$ cat config.mk
export PLATFORM = sky130hd
export DESIGN_NAME = mux_n_pipe
export DESIGN_NICKNAME = d
export VERILOG_FILES = /design/src/rtl/mux_pkg.sv /design/src/rtl/mux_n_sel.sv /design/src/rtl/mux_n_pipe.sv
export SDC_FILE = /design/constraint.sdc
export NUM_CORES = 1
export LEC_CHECK = 0
export CORE_UTILIZATION = 47
export CTS_BUF_LIST = sky130_fd_sc_hd__clkbuf_8
export DETAILED_ROUTE_END_ITERATION = 8
export GPL_ROUTABILITY_DRIVEN = 0
export PLACE_DENSITY = 0.88
export SETUP_SLACK_MARGIN = 0.05
export SLEW_MARGIN = 5
export SYNTH_ARGS = -nofsm -noshare
export SYNTH_HDL_FRONTEND = slang
export SYNTH_SLANG_ARGS = --single-unit
$ cat constraint.sdc
create_clock -name clk -period 3.7 [get_ports clk]
set_input_delay 1.11 -clock clk [delete_from_list [all_inputs] [get_ports clk]]
set_output_delay 1.11 -clock clk [all_outputs]
set_load 0.05 [all_outputs]
$ cat src/rtl/mux_pkg.sv
// Shared sizing and index helpers for the N-way registered channel mux.
package mux_pkg;

    localparam int MAX_N_IN = 16;
    localparam int IDX_W    = 4;

    typedef logic [IDX_W-1:0] chan_idx_t;

    function automatic int sel_width(input int n_in, input int onehot);
        if (onehot != 0) begin
            return n_in;
        end else begin
            return $clog2(n_in);
        end
    endfunction

    // Scan from the top down so the lowest set bit is the last one written.
    function automatic chan_idx_t lowest_set_idx(input logic [MAX_N_IN-1:0] vec);
        chan_idx_t idx;
        idx = {IDX_W{1'b0}};
        for (int i = MAX_N_IN - 1; i >= 0; i--) begin
            if (vec[i]) begin
                idx = IDX_W'(i);
            end else begin
                idx = idx;
            end
        end
        return idx;
    endfunction

endpackage

$ cat src/rtl/mux_n_sel.sv
// Combinational channel picker: decodes a binary or one-hot select into one
// DATA_W slice of the flat input bus.
module mux_n_sel
    import mux_pkg::*;
#(
    parameter int DATA_W = 16,
    parameter int N_IN   = 4,
    parameter int ONEHOT = 0,
    localparam int SEL_W = sel_width(N_IN, ONEHOT)
) (
    input  logic [DATA_W*N_IN-1:0] in_data,
    input  logic [SEL_W-1:0]       in_sel,
    output logic [DATA_W-1:0]      out_data
);

    localparam int EXT_W = IDX_W + 1;

    chan_idx_t w_idx;

    generate
        if (ONEHOT != 0) begin : g_onehot
            logic [MAX_N_IN-1:0] w_vec;
            assign w_vec = MAX_N_IN'(in_sel);
            assign w_idx = lowest_set_idx(w_vec);
        end else begin : g_binary
            logic [EXT_W-1:0] w_sel_ext;
            assign w_sel_ext = EXT_W'(in_sel);
            // Codes past the last channel fall back to channel 0.
            assign w_idx = (w_sel_ext < EXT_W'(N_IN)) ? w_sel_ext[IDX_W-1:0] : {IDX_W{1'b0}};
        end
    endgenerate

    // Slice out the indexed channel.
    always_comb begin
        out_data = in_data[DATA_W-1:0];
        for (int i = 1; i < N_IN; i++) begin
            if (w_idx == IDX_W'(i)) begin
                out_data = in_data[i*DATA_W +: DATA_W];
            end else begin
                out_data = out_data;
            end
        end
    end

endmodule

$ cat src/rtl/mux_n_pipe.sv
// N-way channel mux with a registered output and one skid slot, giving full
// throughput while in_ready depends only on local state.
module mux_n_pipe
    import mux_pkg::*;
#(
    parameter int DATA_W = 16,
    parameter int N_IN   = 4,
    parameter int ONEHOT = 0,
    localparam int SEL_W = sel_width(N_IN, ONEHOT)
) (
    input  logic                   clk,
    input  logic                   arst_n,
    input  logic [DATA_W*N_IN-1:0] in_data,
    input  logic [SEL_W-1:0]       in_sel,
    input  logic                   in_valid,
    output logic                   in_ready,
    output logic [DATA_W-1:0]      out_data,
    output logic [SEL_W-1:0]       out_sel,
    output logic                   out_valid,
    input  logic                   out_ready,
    input  logic                   flush
);

    logic [DATA_W-1:0] w_sel_data;
    logic              w_accept;
    logic              w_main_free;
    logic              w_main_load_in;
    logic              w_main_load_skid;
    logic              w_skid_load;
    logic              w_main_v_nxt;
    logic              w_skid_v_nxt;

    logic              r_main_v;
    logic              r_skid_v;
    logic [DATA_W-1:0] r_main_data;
    logic [SEL_W-1:0]  r_main_sel;
    logic [DATA_W-1:0] r_skid_data;
    logic [SEL_W-1:0]  r_skid_sel;

    mux_n_sel #(
        .DATA_W (DATA_W),
        .N_IN   (N_IN),
        .ONEHOT (ONEHOT)
    ) u_sel (
        .in_data  (in_data),
        .in_sel   (in_sel),
        .out_data (w_sel_data)
    );

    assign w_accept    = in_valid & ~r_skid_v;
    assign w_main_free = ~r_main_v | out_ready;

    // Route the incoming beat and any skid beat; flush overrides every move.
    always_comb begin
        w_main_load_in   = 1'b0;
        w_main_load_skid = 1'b0;
        w_skid_load      = 1'b0;
        w_main_v_nxt     = r_main_v;
        w_skid_v_nxt     = r_skid_v;
        if (flush) begin
            w_main_v_nxt = 1'b0;
            w_skid_v_nxt = 1'b0;
        end else if (w_main_free) begin
            if (r_skid_v) begin
                w_main_load_skid = 1'b1;
                w_main_v_nxt     = 1'b1;
                w_skid_load      = w_accept;
                w_skid_v_nxt     = w_accept;
            end else begin
                w_main_load_in = w_accept;
                w_main_v_nxt   = w_accept;
            end
        end else begin
            w_skid_load  = w_accept;
            w_skid_v_nxt = r_skid_v | w_accept;
        end
    end

    // Occupancy flags for the main and skid slots.
    always_ff @(posedge clk or negedge arst_n) begin
        if (!arst_n) begin
            r_main_v <= 1'b0;
            r_skid_v <= 1'b0;
        end else begin
            r_main_v <= w_main_v_nxt;
            r_skid_v <= w_skid_v_nxt;
        end
    end

    // Payload registers only change when a beat is actually written into them.
    always_ff @(posedge clk or negedge arst_n) begin
        if (!arst_n) begin
            r_main_data <= {DATA_W{1'b0}};
            r_main_sel  <= {SEL_W{1'b0}};
            r_skid_data <= {DATA_W{1'b0}};
            r_skid_sel  <= {SEL_W{1'b0}};
        end else begin
            if (w_main_load_skid) begin
                r_main_data <= r_skid_data;
                r_main_sel  <= r_skid_sel;
            end else if (w_main_load_in) begin
                r_main_data <= w_sel_data;
                r_main_sel  <= in_sel;
            end else begin
                r_main_data <= r_main_data;
                r_main_sel  <= r_main_sel;
            end
            if (w_skid_load) begin
                r_skid_data <= w_sel_data;
                r_skid_sel  <= in_sel;
            end else begin
                r_skid_data <= r_skid_data;
                r_skid_sel  <= r_skid_sel;
            end
        end
    end

    assign in_ready  = ~r_skid_v;
    assign out_valid = r_main_v;
    assign out_data  = r_main_data;
    assign out_sel   = r_main_sel;

endmodule

; Word-level counts from Yosys, hierarchy flattened
; Cells that the tools add are included.
[totals]
output_inout_bits = 20
regBits = 38
elab_cells = 39
[op_classes]
n_reduce_logical = 2
n_eq_ne = 3
n_bitwise = 5
n_lt_le_gt_ge = 1
n_mux = 22
[op_table]
columns = operator, n
row1 = 16-bit 2-to-1 mux, 5
row2 = 1-bit 2-to-1 mux, 14
row3 = "4-bit by 2-bit equality test with 1-bit output, second input constant", 2
row4 = 2-bit 2-to-1 mux, 3
row5 = "4-bit by 1-bit equality test with 1-bit output, second input constant", 1
row6 = 2-bit nonzero test, 2
row7 = "2-bit by 3-bit less-than comparator with 1-bit output, second input constant", 1
row8 = 1-bit inverter, 2
row9 = 1-bit bitwise OR, 2
row10 = 1-bit AND, 1

; Logic depth before layout (Yosys ltp)
; Gate-level depths: netlist of the first run.
[logic_depth]
word_depth = 8
mapped_depth = 6

; Modules after synthesis
; Synthesis of the first run repeated with hierarchy kept, for this count alone.
[hier_totals]
hier_cells = 129
hier_area_um2 = 2060.7
[by_module_without_submodules]
columns = mod, cells_each, n_inst, area_per_inst_um2, seq_area_each_um2
row1 = mux_n_pipe, 109, 1, 1636.6, 950.9
row2 = mux_n_sel, 20, 1, 424.2, 0.0

; Worst setup path before layout of the first run
; No wires, ideal clock.
[synth_timing]
kind = input to register
startpoint = input port in_sel[0]
endpoint = register r_skid_data[13]
slack_ns = 1.285
arrival_time_ns = 2.290
required_time_ns = 3.575
setup_ns = 0.125
cell_stages = 4
cell_sequence = buf_4 -> buf_4 -> mux4_2 -> mux2_4
[synth_via]
elab_chain_cells = 6
elab_cells_between_ends = 8
[synth_rtl]
columns = element, line
row1 = start: declaration, mux_n_pipe.sv:14  ; input logic [SEL_W-1:0] in_sel,
row2 = 2-bit by 3-bit less-than comparator with 1-bit output, mux_n_sel.sv:29  ; assign w_idx = (w_sel_ext < EXT_W'(N_IN)) ? w_sel_ext[IDX_W-1:0] : {IDX_W{1'b0}};
row3 = 2-bit 2-to-1 mux (*), mux_n_sel.sv:29
row4 = 4-bit by 1-bit equality test with 1-bit output, mux_n_sel.sv:37  ; if (w_idx == IDX_W'(i)) begin
row5 = 16-bit 2-to-1 mux (2 in series), mux_n_sel.sv:37
row6 = 16-bit 2-to-1 mux (*), mux_n_sel.sv:37
row7 = end signal: assignment, mux_n_pipe.sv:95  ; r_skid_data <= {DATA_W{1'b0}};
row8 = end signal: assignment, mux_n_pipe.sv:109  ; r_skid_data <= w_sel_data;
row9 = end signal: assignment, mux_n_pipe.sv:112  ; r_skid_data <= r_skid_data;
row10 = end: declaration, mux_n_pipe.sv:37  ; logic [DATA_W-1:0] r_skid_data;
; Every way passes the cells marked *; elsewhere a longest branch is shown, timed or not.
; A chain may end at the register's enable or synchronous reset.

; Final worst setup path of the first run
[layout_timing]
startpoint = input port flush
endpoint = register r_main_data[3] (netlist: out_data[3])
[layout_via]
elab_chain_cells = 2
elab_cells_between_ends = 4
[layout_rtl]
columns = element, line
row1 = start: declaration, mux_n_pipe.sv:21  ; input logic flush
row2 = 1-bit 2-to-1 mux, mux_n_pipe.sv:60  ; if (flush) begin
row3 = 16-bit 2-to-1 mux or 2-bit nonzero test (tied branches), -
row4 = end signal: assignment, mux_n_pipe.sv:99  ; r_main_data <= r_skid_data;
row5 = end signal: assignment, mux_n_pipe.sv:102  ; r_main_data <= w_sel_data;
row6 = end signal: assignment, mux_n_pipe.sv:105  ; r_main_data <= r_main_data;
row7 = end: declaration, mux_n_pipe.sv:35  ; logic [DATA_W-1:0] r_main_data;
; Parallel ways exist; a longest one is shown, timed or not.

==> impl_metrics.env, run 1 <==
export IMPL_outcome="completed"
export IMPL_seqPwrFrac=0.376
export IMPL_route_final_wire_length_um=5786
export IMPL_timing_reg2reg_worst_path_depth=3
export IMPL_layout_area_overhead_vs_synth_pct=49.55
export IMPL_drtPass1Iterations=4
export IMPL_fmaxAchievable_mhz=358.6
export IMPL_maxCapViolations=0
export IMPL_startpoint_type="input pin"
export IMPL_vdd_ir_drop_max_mv=0.2369
export IMPL_post_cts_repair_setup_buffers=0
export IMPL_worst_endpoint_arrival_ns=2.90
export IMPL_synth_avg_cell_area_um2=10.88
export IMPL_coreArea_um2=4115
export IMPL_reg2reg_slack_ns=1.86
export IMPL_share_of_the_yosys_chip_area_belonging_to_registers=0.4576
export IMPL_worst_path_max_delay_cell="nor2_1"
export IMPL_grt_pass1_wl_um=9377
export IMPL_fin_total_pwr_mw=1.495
export IMPL_die_h_um=68.50
export IMPL_ctsHoldBuffers=0
export IMPL_netlist_cell_type_count=24
export IMPL_worstHoldEndpoint="r_skid_sel[1]$_DFFE_PN0P_"
export IMPL_rsz_0062_raised_after_global_routing="no"
export IMPL_vias=1945
export IMPL_drt_wirelength_per_cell_um=17.86
export IMPL_grt_remaining_overflow=0
export IMPL_crit_fanout=14
export IMPL_power_share_switching=0.3193
export IMPL_drv_slew=0
export IMPL_cts_inserted_buffers=5
export IMPL_layout_commonest_cell="clkdlybuf4s50_1"
export IMPL_crit_share_post_route=0.7537
export IMPL_fp_dieW_um=68.50
export IMPL_worst_clock_skew_ns=0.007372
export IMPL_worst_setup_hold_path_clk_slew_ns=0.08
export IMPL_worst_r2r_startpoint="out_valid$_DFFE_PN0P_"
export IMPL_tns_ns=0
export IMPL_antenna_cells=0
export IMPL_hold_path_class="reg -> reg"
export IMPL_finalNetCount=344
export IMPL_post_cts_resized=0
export IMPL_final_setup_viol_count=0
export IMPL_postSynthNetCount=262
export IMPL_min_delay_path_depth=1
export IMPL_post_synth_top_area_fraction=0.4576
export IMPL_path_class="in -> reg"
export IMPL_clockRootBuffer="clkbuf_8"
export IMPL_worst_hold_startpoint="r_skid_sel[1]$_DFFE_PN0P_"
export IMPL_power_static_leakage_nw=1.290
export IMPL_p_int_mw=1.018
export IMPL_grtUsageTotal=0.2772
export IMPL_cts_htree_levels=2
export IMPL_timing_hold_violations_final=0
export IMPL_drc=0
export IMPL_most_frequent_cells_in_the_layout="clkdlybuf4s50_1, dfrtp_1, o21ai_0"
export IMPL_fillers=276
export IMPL_clock_tree_from_tritoncts="done"
export IMPL_syn_area_um2=2078
export IMPL_ys_warn_count=0
export IMPL_placement_rows=23
export IMPL_clockBufferDepth=2
export IMPL_path_cells="clkdlybuf4s50_1, o21bai_1, nor2_1, a221oi_1"
export IMPL_post_synthesis_register_bit_count=38
export IMPL_reg2reg_capture_point="out_data[3]$_DFFE_PN0P_"
export IMPL_p_clk_frac=0.296
export IMPL_max_slew_worst_pin_slew_ns=1.043
export IMPL_power_frac_comb=0.328
export IMPL_slew_limit_headroom=0.3019
export IMPL_synth_largest_area_cell="dfrtp_1"
export IMPL_viasPerCell=6.003
export IMPL_final_antenna_net_count=0
export IMPL_initial_utilization=0.5050
export IMPL_grt_start_max_net_pins=39
export IMPL_worstSkewPairLatency_ns=0.30
export IMPL_first_global_vias=2053
export IMPL_cts_num_sinks=38
export IMPL_initialDrtViolationCount=232
export IMPL_die_area_um2=4692
export IMPL_ioPinCount=91
export IMPL_hpwl_um=3869
export IMPL_power_per_cell_area_nw_per_um2=481.1
export IMPL_port_buffers=90
export IMPL_crit_path_max_incr_delay_ns=0.81
export IMPL_grt_antenna_before_repair=0
export IMPL_cp_end_kind="register"
export IMPL_switching_power_uw=477.4
export IMPL_min_period_ns=2.789
export IMPL_netlist_top_cells_area="dfrtp_1, mux4_2, a221oi_1"
export IMPL_layout_drive_gt1_share=0.1241
export IMPL_required_ns=3.82
export IMPL_synth_cells=191
## cells in the mapped netlist
cell and instances:
o21ai_1 10, clkbuf_1 11, or3b_1 1, nand2b_1 2, buf_6 2, nor4_1 2
a21oi_1 18, buf_2 3, nor3_1 4, o21ai_0 21, inv_1 15, buf_4 3
and2b_1 1, nor2b_1 1, mux2_4 4, o21ba_2 1, mux4_2 16, dfrtp_1 38
or2_1 1, o31ai_1 2, nand2_1 1, a221oi_1 14, nor2_1 19, o21bai_1 1
## state kept, by name, summed over array words and instances (netlist names)
register     cells
out_data        16
out_sel          2
out_valid        1
r_skid_data     16
r_skid_sel       2
r_skid_v         1
## area by class of cell
type | instances | area, µm² | share of cell area
multi-input cells | 119 | 969.7 | 0.3120
flip-flops and latches | 38 | 950.9 | 0.3060
repair buffers | 94 | 925.9 | 0.2979
clock buffers | 6 | 82.58 | 0.02657
well taps | 50 | 62.56 | 0.02013
clock inverters | 2 | 60.06 | 0.01932
inverters | 15 | 56.30 | 0.01812
## worst max-delay path by stage
stage	start	to
after floorplan	in_sel[0]	r_skid_data[13]$_DFFE_PN0P_
after global placement	flush	r_skid_sel[1]$_DFFE_PN0P_
after detailed placement	flush	r_skid_sel[1]$_DFFE_PN0P_
after CTS	in_sel[1]	out_data[3]$_DFFE_PN0P_
after global routing	flush	out_data[3]$_DFFE_PN0P_
final	flush	out_data[3]$_DFFE_PN0P_
## power by group through the flow
stage	logic, mW	registers (mW)	clock network (mW)
after floorplan	0.160	0.691	0
after global placement	0.474	0.563	0
after detailed placement	0.487	0.567	0
after CTS	0.492	0.561	0.445
after global routing	0.524	0.571	0.460
final	0.490	0.563	0.442
## layer usage
layer,vias to the layer above,part of all wire,track usage
met2,94,0.53,0.4730
met3,14,0.060,0.04770
met5,-,0,0
li1,867,-,-
met1,970,0.39,0.3305
met4,0,0.023,0.1536
## critical path, delay by kind of cell
kind / cells / cell delay [ns]
and+or+nand+nor: 1 / 0.81
buffers and inverters: 1 / 0.51
AOI/OAI and AO/OA: 2 / 0.48
## cells by family (layout without fill, tap and decap cells)
family	Yosys count	after routing	synth area share
compound gates	67	67	0.1927
flops	38	38	0.4576
buf+inv	34	117	0.07585
simple gates	32	32	0.07165
mux	20	20	0.2023
## stage by stage
| stage | util | cell area, µm² | std cells | hold WS [ns] | setup slack (ns) |
|---|---|---|---|---|---|
| floorplan | - | 2078 | 191 | 0.4723 | 1.285 |
| global placement | 0.7206 | 2965 | 316 | 0.4905 | 0.6726 |
| detailed placement | 0.7206 | 2965 | 316 | 0.5030 | 0.6314 |
| CTS | 0.7552 | 3108 | 324 | 0.5248 | 0.9080 |
| global route | 0.7552 | 3108 | 324 | 0.5433 | 0.7898 |
| finish | 0.7552 | 3108 | 324 | 0.5252 | 0.9115 |
No activity file was read; power rests on OpenSTA's default activity.
==> run 2: changes to the inputs <==
--- a/config.mk
+++ b/config.mk
@@ -5,11 +5,11 @@
 export SDC_FILE = /design/constraint.sdc
 export NUM_CORES = 1
 export LEC_CHECK = 0
-export CORE_UTILIZATION = 47
+export CORE_UTILIZATION = 43
 export CTS_BUF_LIST = sky130_fd_sc_hd__clkbuf_8
 export DETAILED_ROUTE_END_ITERATION = 8
 export GPL_ROUTABILITY_DRIVEN = 0
-export PLACE_DENSITY = 0.88
+export PLACE_DENSITY = 0.82
 export SETUP_SLACK_MARGIN = 0.05
 export SLEW_MARGIN = 5
 export SYNTH_ARGS = -nofsm -noshare
==> constraint.sdc (replaced) <==
create_clock -name clk -period 2.8 [get_ports clk]
set_input_delay 0.84 -clock clk [delete_from_list [all_inputs] [get_ports clk]]
set_output_delay 0.84 -clock clk [all_outputs]
set_load 0.05 [all_outputs]
==> impl_metrics.env, run 2 (synthesized netlist as in run 1, its figures left out) <==
export IMPL_max_slew_worst_pin_slew_ns=1.047
export IMPL_timing_critical_path_max_delay_family="buffers and inverters"
export IMPL_route_final_wire_length_um=5306
export IMPL_die_h_um=71.52
export IMPL_worst_path_max_delay_cell="clkdlybuf4s50_1"
export IMPL_cts_num_sinks=38
export IMPL_drv_slew=0
export IMPL_startpoint_type="register"
export IMPL_worst_hold_slack_ns=0.5127
export IMPL_fin_total_pwr_mw=1.769
export IMPL_grt_start_max_net_pins=39
export IMPL_fmaxAchievable_mhz=400.4
export IMPL_initialDrtViolationCount=128
export IMPL_final_setup_viol_count=0
export IMPL_ioPinCount=91
export IMPL_layout_area_overhead_vs_synth_pct=49.97
export IMPL_crit_fanout=6
export IMPL_min_period_ns=2.497
export IMPL_drc=0
export IMPL_coreArea_um2=4504
export IMPL_grt_pass1_wl_um=9059
export IMPL_power_per_cell_area_nw_per_um2=567.6
export IMPL_viasPerCell=5.732
export IMPL_dp_slack_ns=0.04446
export IMPL_post_route_worst_setup_slack_ns=0.3027
export IMPL_most_frequent_cells_in_the_layout="clkdlybuf4s50_1, dfrtp_1, o21ai_0"
export IMPL_cts_inserted_buffers=5
export IMPL_fillers=325
export IMPL_final_design_utilization=0.6919
export IMPL_min_delay_path_depth=2
export IMPL_worstSkewPairLatency_ns=0.29
export IMPL_slew_limit_headroom=0.2992
export IMPL_layout_commonest_cell="clkdlybuf4s50_1"
export IMPL_cts_htree_levels=2
export IMPL_grtUsageTotal=0.2290
export IMPL_first_global_vias=1963
export IMPL_placement_rows=24
export IMPL_fp_dieW_um=71.52
export IMPL_outcome="completed"
export IMPL_grt_remaining_overflow=0
export IMPL_clock_tree_from_tritoncts="done"
export IMPL_final_antenna_net_count=0
export IMPL_crit_path_buffers_inverters=2
export IMPL_port_buffers=90
export IMPL_antenna_cells=0
export IMPL_hold_path_class="reg -> reg"
export IMPL_drt_wirelength_per_cell_um=15.98
export IMPL_crit_share_post_route=0.8919
export IMPL_drtPass1Iterations=4
export IMPL_required_ns=1.96
export IMPL_rsz_0062_raised_after_global_routing="no"
export IMPL_seq_area_um2=950.9
export IMPL_power_static_leakage_nw=1.303
export IMPL_post_cts_resized=0
export IMPL_clockBufferDepth=2
export IMPL_tns_ns=0
export IMPL_crit_path_max_incr_delay_ns=0.82
export IMPL_die_area_um2=5115
export IMPL_clockRootBuffer="clkbuf_8"
export IMPL_path_cells="inv_1, clkdlybuf4s50_1"
export IMPL_worst_clock_skew_ns=0.002765
export IMPL_cp_end_kind="output pin"
export IMPL_vdd_ir_drop_max_mv=0.2628
export IMPL_timing_hold_violations_final=0
export IMPL_maxCapViolations=0
export IMPL_grt_antenna_before_repair=0
export IMPL_worst_endpoint_arrival_ns=1.66
export IMPL_worst_setup_hold_path_clk_slew_ns=0.07
export IMPL_multiInputGateArea_um2=969.7
export IMPL_ctsHoldBuffers=0
export IMPL_post_cts_repair_setup_buffers=0
export IMPL_initial_utilization=0.4614
export IMPL_path_class="reg -> out"
export IMPL_hpwl_um=3850
export IMPL_layout_drive_gt1_share=0.1393
export IMPL_vias=1903
export IMPL_number_of_cells_on_the_critical_path=2
export IMPL_timing_reg2reg_worst_path_depth=3
export IMPL_finalNetCount=350
==> run 2: per-stage QoR <==
stage | std cells | cell area [µm²]
finish | 332 | 3117
CTS | 332 | 3117
floorplan | 191 | 2078
global route | 332 | 3117
global placement | 324 | 3025
detailed placement | 324 | 3025
==> run 2: report_power, final <==
| group | switching [mW] | leakage [nW] | internal [mW] |
|---|---|---|---|
| logic | 0.351 | 0.798 | 0.299 |
| clock network | 0.186 | 0.0524 | 0.195 |
| registers | 0.0661 | 0.453 | 0.672 |
==> run 2: final timing paths <==
| kind | from | to | slack (ns) |
|---|---|---|---|
| max | r_skid_v$_DFF_PN0_ | in_ready | 0.30 |
| min | r_skid_data[2]$_DFFE_PN0P_ | r_skid_data[2]$_DFFE_PN0P_ | 0.51 |
| max reg2reg | r_skid_v$_DFF_PN0_ | out_data[7]$_DFFE_PN0P_ | 1.05 |
| min reg2reg | r_skid_data[2]$_DFFE_PN0P_ | r_skid_data[2]$_DFFE_PN0P_ | 0.51 |
| max in group asynchronous | arst_n | r_skid_data[0]$_DFFE_PN0P_ | 1.63 |
| min in group asynchronous | arst_n | out_data[14]$_DFFE_PN0P_ | 0.65 |
==> run 2: metal layers <==
metal / global-route usage / wire (µm) / vias to the layer above / share of wire
met5: 0 / 0 / - / 0
met4: 0.1002 / 117 / 0 / 0.022
met3: 0.02532 / 305 / 12 / 0.057
met2: 0.3926 / 2675 / 84 / 0.50
met1: 0.2964 / 2208 / 927 / 0.42
li1: - / - / 880 / -
==> run 2: worst register-to-register path: cells and delay by family (launching register included) <==
family / cells / cell delay (ns)
AOI/OAI and AO/OA: 2 / 0.34
and+or+nand+nor: 1 / 0.81
DFF: 1 / 0.43
==> run 2: layout make-up <==
cell class | count | share of cell area
flip-flops and latches | 38 | 0.3051
multi-input cells | 119 | 0.3111
clock buffers | 6 | 0.02650
inverters | 15 | 0.01807
well taps | 52 | 0.02088
repair buffers | 100 | 0.3155
clock inverters | 2 | 0.002810
==> run 3: changes to the inputs <==
--- a/config.mk
+++ b/config.mk
@@ -5,8 +5,9 @@
 export SDC_FILE = /design/constraint.sdc
 export NUM_CORES = 1
 export LEC_CHECK = 0
+export CAP_MARGIN = 20
 export CORE_UTILIZATION = 43
-export CTS_BUF_LIST = sky130_fd_sc_hd__clkbuf_8
+export CTS_BUF_LIST = sky130_fd_sc_hd__clkbuf_4 sky130_fd_sc_hd__clkbuf_8
 export DETAILED_ROUTE_END_ITERATION = 8
 export GPL_ROUTABILITY_DRIVEN = 0
 export PLACE_DENSITY = 0.82
@@ -15,3 +16,4 @@
 export SYNTH_ARGS = -nofsm -noshare
 export SYNTH_HDL_FRONTEND = slang
 export SYNTH_SLANG_ARGS = --single-unit
+export TNS_END_PERCENT = 10
==> impl_metrics.env, run 3 (synthesized netlist as in run 1, its figures left out) <==
export IMPL_layout_drive_gt1_share=0.1459
export IMPL_crit_fanout=6
export IMPL_die_h_um=71.52
export IMPL_layout_commonest_cell="clkdlybuf4s50_1"
export IMPL_worst_setup_hold_path_clk_slew_ns=0.07
export IMPL_power_per_cell_area_nw_per_um2=569.6
export IMPL_hold_path_class="reg -> reg"
export IMPL_placement_rows=24
export IMPL_fmaxAchievable_mhz=401.6
export IMPL_worst_hold_startpoint="r_skid_data[1]$_DFFE_PN0P_"
export IMPL_post_cts_repair_setup_buffers=0
export IMPL_grt_remaining_overflow=0
export IMPL_clockBufferDepth=2
export IMPL_viasPerCell=5.817
export IMPL_clock_tree_from_tritoncts="done"
export IMPL_layout_area_overhead_vs_synth_pct=50.51
export IMPL_grt_start_max_net_pins=39
export IMPL_slew_limit_headroom=0.4482
export IMPL_timing_critical_path_max_delay_family="buffers and inverters"
export IMPL_worst_endpoint_arrival_ns=1.65
export IMPL_dp_slack_ns=0.04446
export IMPL_ioPinCount=91
export IMPL_most_frequent_cells_in_the_layout="clkdlybuf4s50_1, dfrtp_1, o21ai_0"
export IMPL_worst_clock_skew_ns=0.002163
export IMPL_outcome="completed"
export IMPL_route_final_wire_length_um=5350
export IMPL_drv_slew=0
export IMPL_finalNetCount=351
export IMPL_rsz_0062_raised_after_global_routing="no"
export IMPL_required_ns=1.96
export IMPL_power_static_leakage_nw=1.308
export IMPL_die_area_um2=5115
export IMPL_final_design_utilization=0.6944
export IMPL_initialDrtViolationCount=162
export IMPL_vdd_ir_drop_max_mv=0.2629
export IMPL_fp_dieW_um=71.52
export IMPL_timing_hold_violations_final=0
export IMPL_path_cells="inv_1, clkdlybuf4s50_1"
export IMPL_final_antenna_net_count=0
export IMPL_tns_ns=0
export IMPL_crit_path_buffers_inverters=2
export IMPL_worst_r2r_startpoint="r_skid_v$_DFF_PN0_"
export IMPL_port_buffers=90
export IMPL_post_route_worst_setup_slack_ns=0.3100
export IMPL_max_slew_worst_pin_slew_ns=0.8278
export IMPL_antenna_cells=0
export IMPL_first_global_vias=1953
export IMPL_initial_utilization=0.4614
export IMPL_vias=1937
export IMPL_grt_pass1_wl_um=9045
export IMPL_worst_path_max_delay_cell="clkdlybuf4s50_1"
export IMPL_worstSkewPairLatency_ns=0.28
export IMPL_clockRootBuffer="clkbuf_8"
export IMPL_hpwl_um=3850
export IMPL_grt_antenna_before_repair=0
export IMPL_drc=0
export IMPL_cp_end_kind="output pin"
export IMPL_startpoint_type="register"
export IMPL_drtPass1Iterations=4
export IMPL_crit_start="r_skid_v$_DFF_PN0_"
export IMPL_crit_path_max_incr_delay_ns=0.82
export IMPL_cts_htree_levels=2
export IMPL_final_setup_viol_count=0
export IMPL_fin_total_pwr_mw=1.782
export IMPL_cts_inserted_buffers=5
export IMPL_maxCapViolations=0
export IMPL_drt_wirelength_per_cell_um=16.07
export IMPL_grtUsageTotal=0.2296
export IMPL_coreArea_um2=4504
export IMPL_path_class="reg -> out"
export IMPL_post_cts_resized=0
export IMPL_min_period_ns=2.490
export IMPL_cts_num_sinks=38
export IMPL_ctsHoldBuffers=0
export IMPL_crit_share_post_route=0.8893
==> run 3: final cells by class <==
cell class	count	area, µm²
Clock buffer	7	90.09
Clock inverter	1	5.005
Fill cell	325	1376
Inverter	15	56.30
Multi-Input combinational cell	119	969.7
Sequential cell	38	950.9
Tap cell	52	65.06
Timing Repair Buffer	101	991.0
==> run 3: layer usage <==
| layer | share of wire | global-route usage |
|---|---|---|
| met5 | 0 | 0 |
| met4 | 0.022 | 0.1024 |
| met3 | 0.070 | 0.02672 |
| met2 | 0.50 | 0.3884 |
| met1 | 0.41 | 0.3002 |
==> run 3: power by group <==
group / switching [mW] / internal, mW
combinational: 0.352 / 0.300
clock: 0.183 / 0.208
sequential: 0.0670 / 0.672
==> run 3: final timing paths <==
| kind | depth (start not counted) | endpoint | slack (ns) |
|---|---|---|---|
| worst max register to register | 4 | r_skid_data[3]$_DFFE_PN0P_ | 1.05 |
| worst max-delay path | 2 | in_ready | 0.31 |
| worst min register to register | 2 | r_skid_data[1]$_DFFE_PN0P_ | 0.51 |
| min in group asynchronous | 1 | out_data[14]$_DFFE_PN0P_ | 0.65 |
| max in group asynchronous | 1 | out_valid$_DFFE_PN0P_ | 1.63 |
| worst min-delay path | 2 | r_skid_data[1]$_DFFE_PN0P_ | 0.51 |
==> run 3: tightest hold or removal path, stage by stage, from the launching register on <==
cell and delay, ns:
dfrtp_1 0.34, o21ai_0 0.07, o21ai_0 0.07
==> run 3: metrics by stage <==
| stage | std cells | hold slack [ns] | cell area [µm²] |
|---|---|---|---|
| after global placement | 324 | 0.4889 | 3025 |
| after floorplan | 191 | 0.4723 | 2078 |
| after detailed placement | 324 | 0.4989 | 3025 |
| final | 333 | 0.5123 | 3128 |
| after CTS | 332 | 0.5146 | 3120 |
| after global routing | 333 | 0.5322 | 3128 |
